File: src/rtl/lab3_dg_keyscan.sv
`default_nettype none
// ============================================================================
//  Module   : lab3_dg_keyscan
//  Purpose  : 4x4 matrix keypad scanner. Columns are driven one-hot-low and
//             the pulled-up rows are sampled. One debounced key code is
//             emitted per press, for the 7-segment display controller.
//  Options  : define KEYSCAN_AUTOREPEAT_EN to re-pulse key_valid while a
//             key is held (REPEAT_DELAY first, then every REPEAT_PERIOD).
//  Revision : 1.0  initial release
// ============================================================================
module lab3_dg_keyscan #(
  parameter int unsigned SCAN_DIV        = 32'd2000,
  parameter int unsigned DEBOUNCE_CYCLES = 32'd50000,
  parameter int unsigned REPEAT_DELAY    = 32'd500000,
  parameter int unsigned REPEAT_PERIOD   = 32'd100000
) (
  input  logic       int_osc,
  input  logic       reset,
  input  logic [3:0] rows,
  output logic [3:0] cols,
  output logic [7:0] keypress,
  output logic       key_valid,
  output logic       key_held
);

  // --------------------------------------------------------------------------
  // Counter sizing: one width shared by every counter, large enough for the
  // biggest terminal count. Counters only ever count up to (N-1).
  // --------------------------------------------------------------------------
  localparam int unsigned c_MAX_A = (SCAN_DIV > DEBOUNCE_CYCLES) ? SCAN_DIV : DEBOUNCE_CYCLES;
  localparam int unsigned c_MAX_B = (REPEAT_DELAY > REPEAT_PERIOD) ? REPEAT_DELAY : REPEAT_PERIOD;
  localparam int unsigned c_MAX   = (c_MAX_A > c_MAX_B) ? c_MAX_A : c_MAX_B;
  localparam int unsigned c_CW    = $clog2(c_MAX);

  localparam logic [c_CW-1:0] c_ONE       = c_CW'(1);
  localparam logic [c_CW-1:0] c_SCAN_LAST = c_CW'(SCAN_DIV - 1);
  localparam logic [c_CW-1:0] c_DEB_LAST  = c_CW'(DEBOUNCE_CYCLES - 1);
`ifdef KEYSCAN_AUTOREPEAT_EN
  localparam logic [c_CW-1:0] c_DLY_LAST  = c_CW'(REPEAT_DELAY - 1);
  localparam logic [c_CW-1:0] c_PER_LAST  = c_CW'(REPEAT_PERIOD - 1);
`endif

  // FSM encoding
  localparam logic [1:0] c_ST_SCAN     = 2'd0;
  localparam logic [1:0] c_ST_DEBOUNCE = 2'd1;
  localparam logic [1:0] c_ST_HELD     = 2'd2;
  localparam logic [1:0] c_ST_RELEASE  = 2'd3;

  // --------------------------------------------------------------------------
  // Registers
  // --------------------------------------------------------------------------
  logic [3:0]      r_sync1;
  logic [3:0]      r_sync2;
  logic [1:0]      r_state;
  logic [3:0]      r_cols;
  logic [c_CW-1:0] r_dwell;
  logic [c_CW-1:0] r_cnt;
  logic [3:0]      r_lat_row;
  logic [7:0]      r_keypress;
  logic            r_key_valid;
  logic            r_key_held;
`ifdef KEYSCAN_AUTOREPEAT_EN
  logic [c_CW-1:0] r_rpt;
  logic            r_rpt_on;
`endif

  // --------------------------------------------------------------------------
  // Combinational decode
  // --------------------------------------------------------------------------
  logic [3:0] w_rs;
  logic [3:0] w_low;
  logic       w_one_zero;
  logic       w_all_high;
  logic [3:0] w_next_cols;

  // Decode the synchronized rows and the next column in the rotation
  always_comb begin
    w_rs        = r_sync2;
    w_low       = ~w_rs;
    // Exactly one row pulled low: non-zero and a power of two.
    w_one_zero  = (w_low != 4'h0) && ((w_low & (w_low - 4'd1)) == 4'h0);
    w_all_high  = (w_rs == 4'hF);
    // col0 -> col1 -> col2 -> col3 -> col0 with the zero walking upward
    w_next_cols = {r_cols[2:0], r_cols[3]};
  end

  // Two-flop synchronizer; rows idle high through the pull-ups
  always_ff @(posedge int_osc or negedge reset) begin
    if (!reset) begin
      r_sync1 <= 4'hF;
      r_sync2 <= 4'hF;
    end else begin
      r_sync1 <= rows;
      r_sync2 <= r_sync1;
    end
  end

  // Scan / debounce / hold / release state machine and output registers
  always_ff @(posedge int_osc or negedge reset) begin
    if (!reset) begin
      r_state     <= c_ST_SCAN;
      r_cols      <= 4'b1110;
      r_dwell     <= '0;
      r_cnt       <= '0;
      r_lat_row   <= 4'hF;
      r_keypress  <= 8'hFF;
      r_key_valid <= 1'b0;
      r_key_held  <= 1'b0;
`ifdef KEYSCAN_AUTOREPEAT_EN
      r_rpt       <= '0;
      r_rpt_on    <= 1'b0;
`endif
    end else begin
      // key_valid is a strobe; only the branches below raise it for a cycle
      r_key_valid <= 1'b0;
      case (r_state)
        c_ST_SCAN: begin
          if (r_dwell == c_SCAN_LAST) begin
            r_dwell <= '0;
            if (w_one_zero) begin
              // Single key in this column: freeze the column and debounce it
              r_lat_row <= w_rs;
              r_cnt     <= '0;
              r_state   <= c_ST_DEBOUNCE;
            end else begin
              // Idle column or ghost/multi-key pattern: move on
              r_cols <= w_next_cols;
            end
          end else begin
            r_dwell <= r_dwell + c_ONE;
          end
        end

        c_ST_DEBOUNCE: begin
          if (w_rs != r_lat_row) begin
            // Bounce: abandon this candidate and resume at the next column
            r_cnt   <= '0;
            r_dwell <= '0;
            r_cols  <= w_next_cols;
            r_state <= c_ST_SCAN;
          end else if (r_cnt == c_DEB_LAST) begin
            r_cnt       <= '0;
            r_keypress  <= {r_lat_row, r_cols};
            r_key_valid <= 1'b1;
            r_key_held  <= 1'b1;
            r_state     <= c_ST_HELD;
`ifdef KEYSCAN_AUTOREPEAT_EN
            r_rpt       <= '0;
            r_rpt_on    <= 1'b0;
`endif
          end else begin
            r_cnt <= r_cnt + c_ONE;
          end
        end

        c_ST_HELD: begin
          if (w_all_high) begin
            r_cnt   <= '0;
            r_state <= c_ST_RELEASE;
          end else begin
            // Any non-idle pattern still counts as the same key being held
`ifdef KEYSCAN_AUTOREPEAT_EN
            if (r_rpt == (r_rpt_on ? c_PER_LAST : c_DLY_LAST)) begin
              r_key_valid <= 1'b1;
              r_rpt       <= '0;
              r_rpt_on    <= 1'b1;
            end else if (r_rpt != {c_CW{1'b1}}) begin
              r_rpt <= r_rpt + c_ONE;
            end
`endif
          end
        end

        c_ST_RELEASE: begin
          if (!w_all_high) begin
            // Release bounce: the key is still down, no new strobe
            r_cnt   <= '0;
            r_state <= c_ST_HELD;
`ifdef KEYSCAN_AUTOREPEAT_EN
            r_rpt    <= '0;
            r_rpt_on <= 1'b0;
`endif
          end else if (r_cnt == c_DEB_LAST) begin
            // keypress keeps the last code until the next debounced press
            r_cnt      <= '0;
            r_key_held <= 1'b0;
            r_dwell    <= '0;
            r_cols     <= w_next_cols;
            r_state    <= c_ST_SCAN;
          end else begin
            r_cnt <= r_cnt + c_ONE;
          end
        end

        default: begin
          r_state <= c_ST_SCAN;
        end
      endcase
    end
  end

  assign cols      = r_cols;
  assign keypress  = r_keypress;
  assign key_valid = r_key_valid;
  assign key_held  = r_key_held;

endmodule
`default_nettype wire

File: config.mk
export PLATFORM = sky130hd
export DESIGN_NAME = lab3_dg_keyscan
export DESIGN_NICKNAME = d
export VERILOG_FILES = /design/src/rtl/lab3_dg_keyscan.sv
export SDC_FILE = /design/constraint.sdc
export NUM_CORES = 1
export LEC_CHECK = 0
export ABC_AREA = 0
export ABC_CLOCK_PERIOD_IN_PS = 2300
export CAP_MARGIN = 15
export CORE_MARGIN = 4
export CORE_UTILIZATION = 50
export CTS_CLUSTER_SIZE = 40
export DETAILED_ROUTE_END_ITERATION = 8
export PLACE_DENSITY = 0.71
export SETUP_SLACK_MARGIN = 0.3
export SYNTH_ARGS = -nofsm -noshare
export SYNTH_HDL_FRONTEND = slang
export SYNTH_SLANG_ARGS = --single-unit
File: constraint.sdc
create_clock -name int_osc -period 2.3 [get_ports int_osc]
set_clock_uncertainty 0.2 [all_clocks]
set_input_delay 0.345 -clock int_osc [delete_from_list [all_inputs] [get_ports int_osc]]
set_output_delay 0.345 -clock int_osc [all_outputs]
set_load 0.01 [all_outputs]
# ---- Yosys cells after proc, flatten, opt, wreduce, memory -nomap -nowiden
# Index checks and enable logic that the tools add are counted.
dict set report word_totals {
  register_bits 66
  input_bits 6
  out_inout_bits 14
  word_cells 81
}
dict set report op_classes {
  addsub 3
  n_eq_ne 18
  muxes 34
  bitwise 3
  n_reduce_logical 13
}
# cell count
set op_table {}
lappend op_table {{19-bit two-way mux} 10}
lappend op_table {{19-bit case mux with 4 select lines} 1}
lappend op_table {{19-bit case mux with 3 select lines} 1}
lappend op_table {{19-bit by 1-bit adder with 19-bit output (second input constant)} 2}
lappend op_table {{4-bit two-way mux} 5}
lappend op_table {{19-bit by 11-bit == test with 1-bit output (second input constant)} 1}
lappend op_table {{19-bit by 16-bit == test with 1-bit output (second input constant)} 1}
lappend op_table {{2-bit != test (second input constant)} 9}
lappend op_table {{2-bit two-way mux} 7}
lappend op_table {{4-bit case mux with 3 select lines} 1}
lappend op_table {{5-bit AND reduction} 2}
lappend op_table {{3-bit AND reduction} 3}
lappend op_table {{2-bit case mux with 4 select lines} 1}
lappend op_table {{1-bit two-way mux} 7}
lappend op_table {{3-bit != test (second input constant)} 2}
lappend op_table {{6-bit AND reduction} 1}
lappend op_table {{4-bit AND} 1}
lappend op_table {{2-bit == test (second input constant)} 2}
lappend op_table {{4-bit == test (second input constant)} 1}
lappend op_table {{4-bit logical NOT} 1}
lappend op_table {{4-bit != test} 1}
lappend op_table {{4-bit NOT} 1}
lappend op_table {{4-bit AND reduction} 1}
lappend op_table {{4-bit nonzero test} 1}
lappend op_table {{8 further kinds} 8}

# ---- Depth between registers and ports, before layout
# Gate-level depths: netlist of the first run.
dict set report depth {
  depth_word 8
  ltp_mapped 8
  ltp_nobuf 6
}

# ---- Worst setup path after synthesis of the first run
# Ideal clock, no wire load.
dict set report synth_path {
  kind {flip-flop to flip-flop}
  start {register r_cnt[11]}
  end {register r_cols[0] (netlist: cols[0])}
  setup_time_ns 0.128
  arrival_ns 2.245
  required_time_ns 1.972
  path_slack_ns -0.272
  stages_incl_launch_ff 6
  path_buffers 0
  synth_period_minus_slack_ns 2.572
  path_cell_list {dfrtp_1 > or4_4 > nor4_4 > a41oi_2 > or4b_4 > mux2_1}
}
dict set report synth_via {
  elab_chain_cells 3
}
# element line
set synth_rtl {}
lappend synth_rtl {{start: declaration} 57} ;# logic [c_CW-1:0] r_cnt;
lappend synth_rtl {{start signal: assignment} 152} ;# r_cnt <= r_cnt + c_ONE;
lappend synth_rtl {{start signal: assignment} 191} ;# r_cnt <= r_cnt + c_ONE;
lappend synth_rtl {{19-bit by 16-bit == test with 1-bit output} 183} ;# end else if (r_cnt == c_DEB_LAST) begin
lappend synth_rtl {{2-bit != test (no line)} n/a}
lappend synth_rtl {{6-bit AND reduction (no line)} n/a}
lappend synth_rtl {{end signal: assignment} 127} ;# r_cols <= w_next_cols;
lappend synth_rtl {{end signal: assignment} 139} ;# r_cols <= w_next_cols;
lappend synth_rtl {{end signal: assignment} 188} ;# r_cols <= w_next_cols;
lappend synth_rtl {{end: declaration} 55} ;# logic [3:0] r_cols;
# Every way passes these cells.
# A chain may end at the register's enable or synchronous reset.

# ---- Worst setup path after layout of the first run
# Same ends and word-level chain as after synthesis.

==> results_dict.tcl, run 1 <==
set metrics [dict create \
    outcome "complete, but fails checks" \
    violations "negative setup slack" \
    worst-path-buf-inv 0 \
    fin_cells 531 \
    drive_gt1_frac 0.4102 \
    critPathMaxStageDelay_ns 0.60 \
    dp.cells 497 \
    synthTopCellsByCount "dfrtp_1, nand3_1, a31oi_1, dfstp_2, nand2_1" \
    arrival_ns 2.63 \
    synthArstFlopShare 1.000 \
    initial_utilization 0.5130 \
    hold_violations 0 \
    fin_crit_sh 1.125 \
    cts.htree.levels 3 \
    r2r_cells 5 \
    die_h_um 91.26 \
    area_growth_pct 43.75 \
    multiInputGateArea_um2 1963 \
    grt.overflow.total 0 \
    num_io_pins 20 \
    dpl_cell_area_um2 4280 \
    vias_per_cell 6.160 \
    n_fill_cell 437 \
    crit_cells 5 \
    grt_pass1_wl_um 16290 \
    num_rows 30 \
    crit_family "simple AND/OR/NAND/NOR gates" \
    drt_first_pass_iters 5 \
    yosys.area.top_type "dfrtp_1" \
    holdPathStages 0 \
    syn-cell-area_um2 3466 \
    max_freq_ghz 0.3866 \
    seq_area_frac_synth 0.4848 \
    startpoint_type "flop" \
    rsz0062_at_grt "true" \
    clk_latency_ns 0.36 \
    wl_per_cell_um 18.43 \
    hpwl_um 5828 \
    wl_um 9786 \
    power.leakage_nw 2.161 \
    synth_edf_count 0 \
    core-area_um2 6756 \
    cp_slowest_cell "or4b_4" \
    slew_headroom 0.6767 \
    yosysTopAreaCellShare 0.3105 \
    cts_tree "done" \
    crit_path_end_kind "flop" \
    ys_ff_latch 66 \
    drc 0 \
    antenna_cells 0 \
    maxCapViolCount 0 \
    grt_max_degree 67 \
    antenna_found_initial 0 \
    hold_class "reg2reg" \
    die_area_um2 8327 \
    io_buffers 19 \
    crit_required_ns 2.34 \
    yosysWarnings 0 \
    fin_ws_ns -0.2864 \
    cts_buffers 9 \
    syn_avg_cell_area_um2 9.818 \
    layout.nets 454 \
    cts.path.max_buffers 2 \
    crit_type "reg2reg" \
    grtUsageTotal 0.2447 \
    critPathMaxFanout 4 \
    die_x_um 91.26 \
    gp_congestion 0.8796 \
    final_cell_area_um2 4982 \
    worst_slew_pin_slew_ns 0.4831 \
    synth_most_common_cell "dfrtp_1" \
    first_global_vias 3315 \
    synth_cells 353 \
    synth_fp_nets 361 \
    vias 3271 \
    ir_worst_vdd_mv 0.5017 \
    setup_violations 44 \
    root_buffer "clkbuf_8" \
    cts.sinks 66 \
    p_per_area_nw_per_um2 475.3 \
    slew_violations 0 \
    drtIter0Drc 187 \
    path_clk_slew_ns 0.08 \
    antenna_left 0 \
    ys.flop_type "dfrtp_1" \
    yosys-top-cells-area "dfrtp_1, dfstp_2, a31oi_1" \
    crit_chain "or4_4, nor4_4, a41oi_2, or4b_4, mux2_4" \
    seqCellArea_um2 1680 \
    final.min_clock_period_ns 2.586 \
    synth_cell_types 42 \
]
[layer usage]
layer  global-route usage  wire (um)  up-vias
met5                    0          0        -
met4              0.08417        174        0
met3              0.04640        541       21
met2               0.4200       5158      108
met1               0.3088       3912     1616
li1                     -          -     1526
[timing repair]
action	in CTS	in global routing
gates resized for setup	58	20
gates cloned	4	0
setup endpoints to repair	61	62
hold buffers	1	0
setup buffers	9	4
pin swaps	35	10
endpoints found under the hold margin	43	0
[through the flow]
step / TNS [ns] / setup slack (ns) / hold WS (ns) / power, mW / utilization
2_1_floorplan: -1.587 / -0.2696 / -0.1506 / 1.224 / -
3_3_place_gp: -0.9766 / -0.2295 / 0.1458 / 1.274 / 0.6335
3_5_place_dp: -1.933 / -0.2708 / 0.1484 / 1.278 / 0.6335
4_1_cts: -3.308 / -0.2354 / 0.1608 / 2.374 / 0.7159
5_1_grt: -7.950 / -0.3320 / 0.1624 / 2.434 / 0.7374
6_report: -5.176 / -0.2864 / 0.1591 / 2.368 / 0.7374
[state kept, by name, summed over array words and instances, names as in the netlist]
register	count
keypress	8
r_state	2
r_lat_row	4
r_cnt	19
cols	4
key_valid	1
key_held	1
r_sync2	4
r_sync1	4
r_dwell	19
[layout by cell type, fill, tap and decap left out, types with 3 or more instances in the layout]
| master | instances |
|---|---|
| dlymetal6s2s_1 | 4 |
| nand2_1 | 22 |
| clkbuf_8 | 9 |
| o211ai_1 | 7 |
| dfstp_2 | 23 |
| and2_1 | 3 |
| o21ai_1 | 3 |
| dfrtp_1 | 43 |
| mux2_4 | 17 |
| a211oi_1 | 4 |
| o21ai_0 | 11 |
| a31oi_1 | 21 |
| and3_1 | 13 |
| a31oi_4 | 5 |
| nand3_1 | 31 |
| clkdlybuf4s50_1 | 10 |
| o31ai_1 | 3 |
| nor4_2 | 3 |
| buf_4 | 62 |
| a211oi_2 | 11 |
| nor3_1 | 4 |
| buf_12 | 4 |
| buf_6 | 16 |
| xor2_1 | 4 |
| nor2_1 | 14 |
| nor4_1 | 5 |
| a41oi_2 | 3 |
| dlygate4sd2_1 | 4 |
| inv_1 | 12 |
| inv_6 | 3 |
| mux2i_1 | 8 |
| or2_2 | 4 |
| nand4_1 | 16 |
| a21oi_1 | 6 |
[final timing paths]
kind / slack [ns] / start / endpoint
worst max-delay path: -0.29 / r_cnt[11]$_DFFE_PN0P_ / cols[0]$_DFFE_PN0P_
worst min-delay path: 0.16 / r_sync1[3]$_DFF_PN1_ / r_sync2[3]$_DFF_PN1_
worst max register to register: -0.29 / r_cnt[11]$_DFFE_PN0P_ / cols[0]$_DFFE_PN0P_
worst min register to register: 0.16 / r_sync1[3]$_DFF_PN1_ / r_sync2[3]$_DFF_PN1_
max in group asynchronous: 1.25 / reset / cols[1]$_DFFE_PN1P_
min in group asynchronous: 0.33 / reset / r_cnt[0]$_DFFE_PN0P_
[cells by family after synthesis]
| logic type | count (synthesis) | synth area share |
|---|---|---|
| compound gates | 84 | 0.1596 |
| simple gates | 136 | 0.2177 |
| flops | 66 | 0.4848 |
| buf+inv | 34 | 0.03718 |
| xor+xnor | 6 | 0.01516 |
| fa+ha+maj | 2 | 0.007219 |
| mux | 25 | 0.07834 |
[worst register-to-register path, cell delays in order, from the launching register on]
cell	delay (ns)
dfrtp_1	0.38
or4_4	0.56
nor4_4	0.19
a41oi_2	0.22
or4b_4	0.60
mux2_4	0.32
[area by class of cell]
| class | instances | area share |
|---|---|---|
| inverters | 12 | 0.009041 |
| repair buffers | 104 | 0.1944 |
| clock inverters | 6 | 0.01532 |
| flip-flops and latches | 66 | 0.3373 |
| well taps | 80 | 0.02009 |
| clock buffers | 10 | 0.02988 |
| multi-input cells | 253 | 0.3940 |
[power by group]
| part | switching (mW) | total, mW | internal [mW] |
|---|---|---|---|
| Clock | 0.515 | 1.10 | 0.587 |
| Sequential | 0.00700 | 1.18 | 1.17 |
| Combinational | 0.0517 | 0.0848 | 0.0331 |
Power figures use the tool's default switching activity.
==> run 2: changes to the inputs <==
--- a/config.mk
+++ b/config.mk
@@ -10,6 +10,7 @@
 export CAP_MARGIN = 15
 export CORE_MARGIN = 4
 export CORE_UTILIZATION = 50
+export CTS_BUF_LIST = sky130_fd_sc_hd__clkbuf_2
 export CTS_CLUSTER_SIZE = 40
 export DETAILED_ROUTE_END_ITERATION = 8
 export PLACE_DENSITY = 0.71
==> results_dict.tcl, run 2 (synthesized netlist as in run 1, its figures left out) <==
set metrics [dict create \
    outcome "complete, but fails checks" \
    violations "negative setup slack" \
    pwr-share-seq 0.555 \
    pre_cts_slack_ns -0.2708 \
    crit_type "reg2reg" \
    path_clk_slew_ns 0.22 \
    pwr-share-comb 0.042 \
    cts.htree.levels 3 \
    final_common_cell "buf_4" \
    setup_violations 48 \
    seqCellArea_um2 1680 \
    antenna_left 0 \
    fin_crit_sh 1.113 \
    clk_latency_ns 0.52 \
    rsz0062_at_grt "true" \
    vias 3324 \
    num_io_pins 20 \
    grt.overflow.total 0 \
    grt_pass1_wl_um 15760 \
    worst_slew_pin_slew_ns 0.4930 \
    initial_utilization 0.5130 \
    critPathMaxStageDelay_ns 0.58 \
    arrival_ns 2.79 \
    cts_buffers 9 \
    die_h_um 91.26 \
    root_buffer "clkbuf_2" \
    io_buffers 19 \
    n_fill_cell 436 \
    drtIter0Drc 178 \
    p_sw_mw 0.5406 \
    dp.cells 497 \
    area_growth_pct 46.07 \
    p_sw_frac 0.2531 \
    crit_chain "or4_4, nor4_4, a41oi_2, or4b_4, mux2_4" \
    gp_congestion 0.8796 \
    wl_per_cell_um 18.35 \
    cts.sinks 66 \
    p_per_area_nw_per_um2 421.9 \
    max_freq_ghz 0.3906 \
    antenna_cells 0 \
    ir_worst_vdd_mv 0.3747 \
    crit_family "simple AND/OR/NAND/NOR gates" \
    antenna_found_initial 0 \
    power.leakage_nw 2.143 \
    p_clk_frac 0.404 \
    wl_um 9911 \
    layout.nets 463 \
    crit_required_ns 2.53 \
    startpoint_type "flop" \
    final_cell_mix "buf_4, dfrtp_1, nand3_1, dfstp_2, nand2_1" \
    grtUsageTotal 0.2368 \
    die_x_um 91.26 \
    final.min_clock_period_ns 2.560 \
    core-area_um2 6756 \
    hold_class "in2async" \
    internal-power_mw 1.595 \
    drc 0 \
    slew_violations 0 \
    die_area_um2 8327 \
    fin_ws_ns -0.2602 \
    vias_per_cell 6.156 \
    first_global_vias 3276 \
    slew_headroom 0.6683 \
    hold_violations 0 \
    totalPowerFinal_mw 2.136 \
    worst-path-buf-inv 0 \
    num_rows 30 \
    drt_first_pass_iters 5 \
    critPathMaxFanout 4 \
    maxCapViolCount 0 \
    fin_cells 540 \
    cts.path.max_buffers 2 \
    cts_tree "done" \
    cp_slowest_cell "or4b_4" \
    hpwl_um 5828 \
    grt_max_degree 67 \
    crit_path_end_kind "flop" \
    multiInputGateArea_um2 2054 \
    drive_gt1_frac 0.4391 \
]
[run 2: cell count changes in the layout (fill, tap and decap cells not counted), sizes merged]
cell and delta:
clkdlybuf4s50 -6, buf +5, dlygate4sd2 +4, dlygate4sd3 +4
dlymetal6s2s -4, clkdlybuf4s15 +3, clkbuf +2, bufinv +1
[run 2: worst reg2reg max path, cell delays in order (launching register included)]
cell and delay [ns]:
dfrtp_1 0.43, or4_4 0.56, nor4_4 0.19, a41oi_2 0.20, or4b_4 0.58, mux2_4 0.32
[run 2: timing repair]
action,4_1_cts,5_1_grt
endpoints found under the hold margin,70,0
setup endpoints to repair,71,64
buffers inserted,13,6
pin swaps,35,22
hold buffers,5,0
gates cloned,3,0
resized for setup,68,50
[run 2: cell type report]
| class | count | share of cell area |
|---|---|---|
| inverter | 12 | 0.008898 |
| clock buffer | 9 | 0.008898 |
| multi-input combinational | 253 | 0.4058 |
| sequential | 66 | 0.3319 |
| tap | 80 | 0.01977 |
| clock inverter | 7 | 0.02101 |
| timing repair buffer | 113 | 0.2037 |
[run 2: per-layer routing]
metal | global-route usage | vias up | part of all wire
li1 | - | 1549 | -
met1 | 0.2966 | 1639 | 0.42
met2 | 0.3973 | 113 | 0.52
met3 | 0.05634 | 23 | 0.043
met4 | 0.08794 | 0 | 0.021
met5 | 0 | - | 0
[run 2: final timing paths]
kind	from	to	slack [ns]	cells after the start
setup reg to reg	r_cnt[11]$_DFFE_PN0P_	cols[0]$_DFFE_PN0P_	-0.26	5
hold / removal	reset	r_cnt[8]$_DFFE_PN0P_	0.13	3
min in group int_osc	r_sync1[3]$_DFF_PN1_	r_sync2[3]$_DFF_PN1_	0.17	0
hold reg to reg	r_sync1[3]$_DFF_PN1_	r_sync2[3]$_DFF_PN1_	0.17	0
max in group asynchronous	reset	cols[2]$_DFFE_PN1P_	1.44	3
setup / recovery	r_cnt[11]$_DFFE_PN0P_	cols[0]$_DFFE_PN0P_	-0.26	5
[run 2: power by group through the flow]
stage	Sequential, mW	Clock [mW]	Combinational [mW]
final	1.18	0.862	0.0892
after global routing	1.19	0.937	0.0978
after CTS	1.18	0.890	0.0838
after detailed placement	1.20	0	0.0759
after global placement	1.20	0	0.0732
after floorplan	1.20	0	0.0258
[run 2: metrics by stage]
stage,utilization,hold WS [ns],setup TNS [ns],instance area [um^2]
after floorplan,-,-0.1506,-1.587,3552
after global placement,0.6335,0.1458,-0.9766,4280
after detailed placement,0.6335,0.1484,-1.933,4280
after CTS,0.7091,0.09718,-3.421,4791
after global routing,0.7493,0.1114,-8.205,5062
final,0.7493,0.1342,-5.373,5062
==> run 3: changes to the inputs <==
--- a/config.mk
+++ b/config.mk
@@ -7,7 +7,7 @@
 export LEC_CHECK = 0
 export ABC_AREA = 0
 export ABC_CLOCK_PERIOD_IN_PS = 2300
-export CAP_MARGIN = 15
+export CAP_MARGIN = 10
 export CORE_MARGIN = 4
 export CORE_UTILIZATION = 50
 export CTS_BUF_LIST = sky130_fd_sc_hd__clkbuf_2
==> results of run 3 <==
The final DEF is identical to that of run 2; final timing and power are the same.
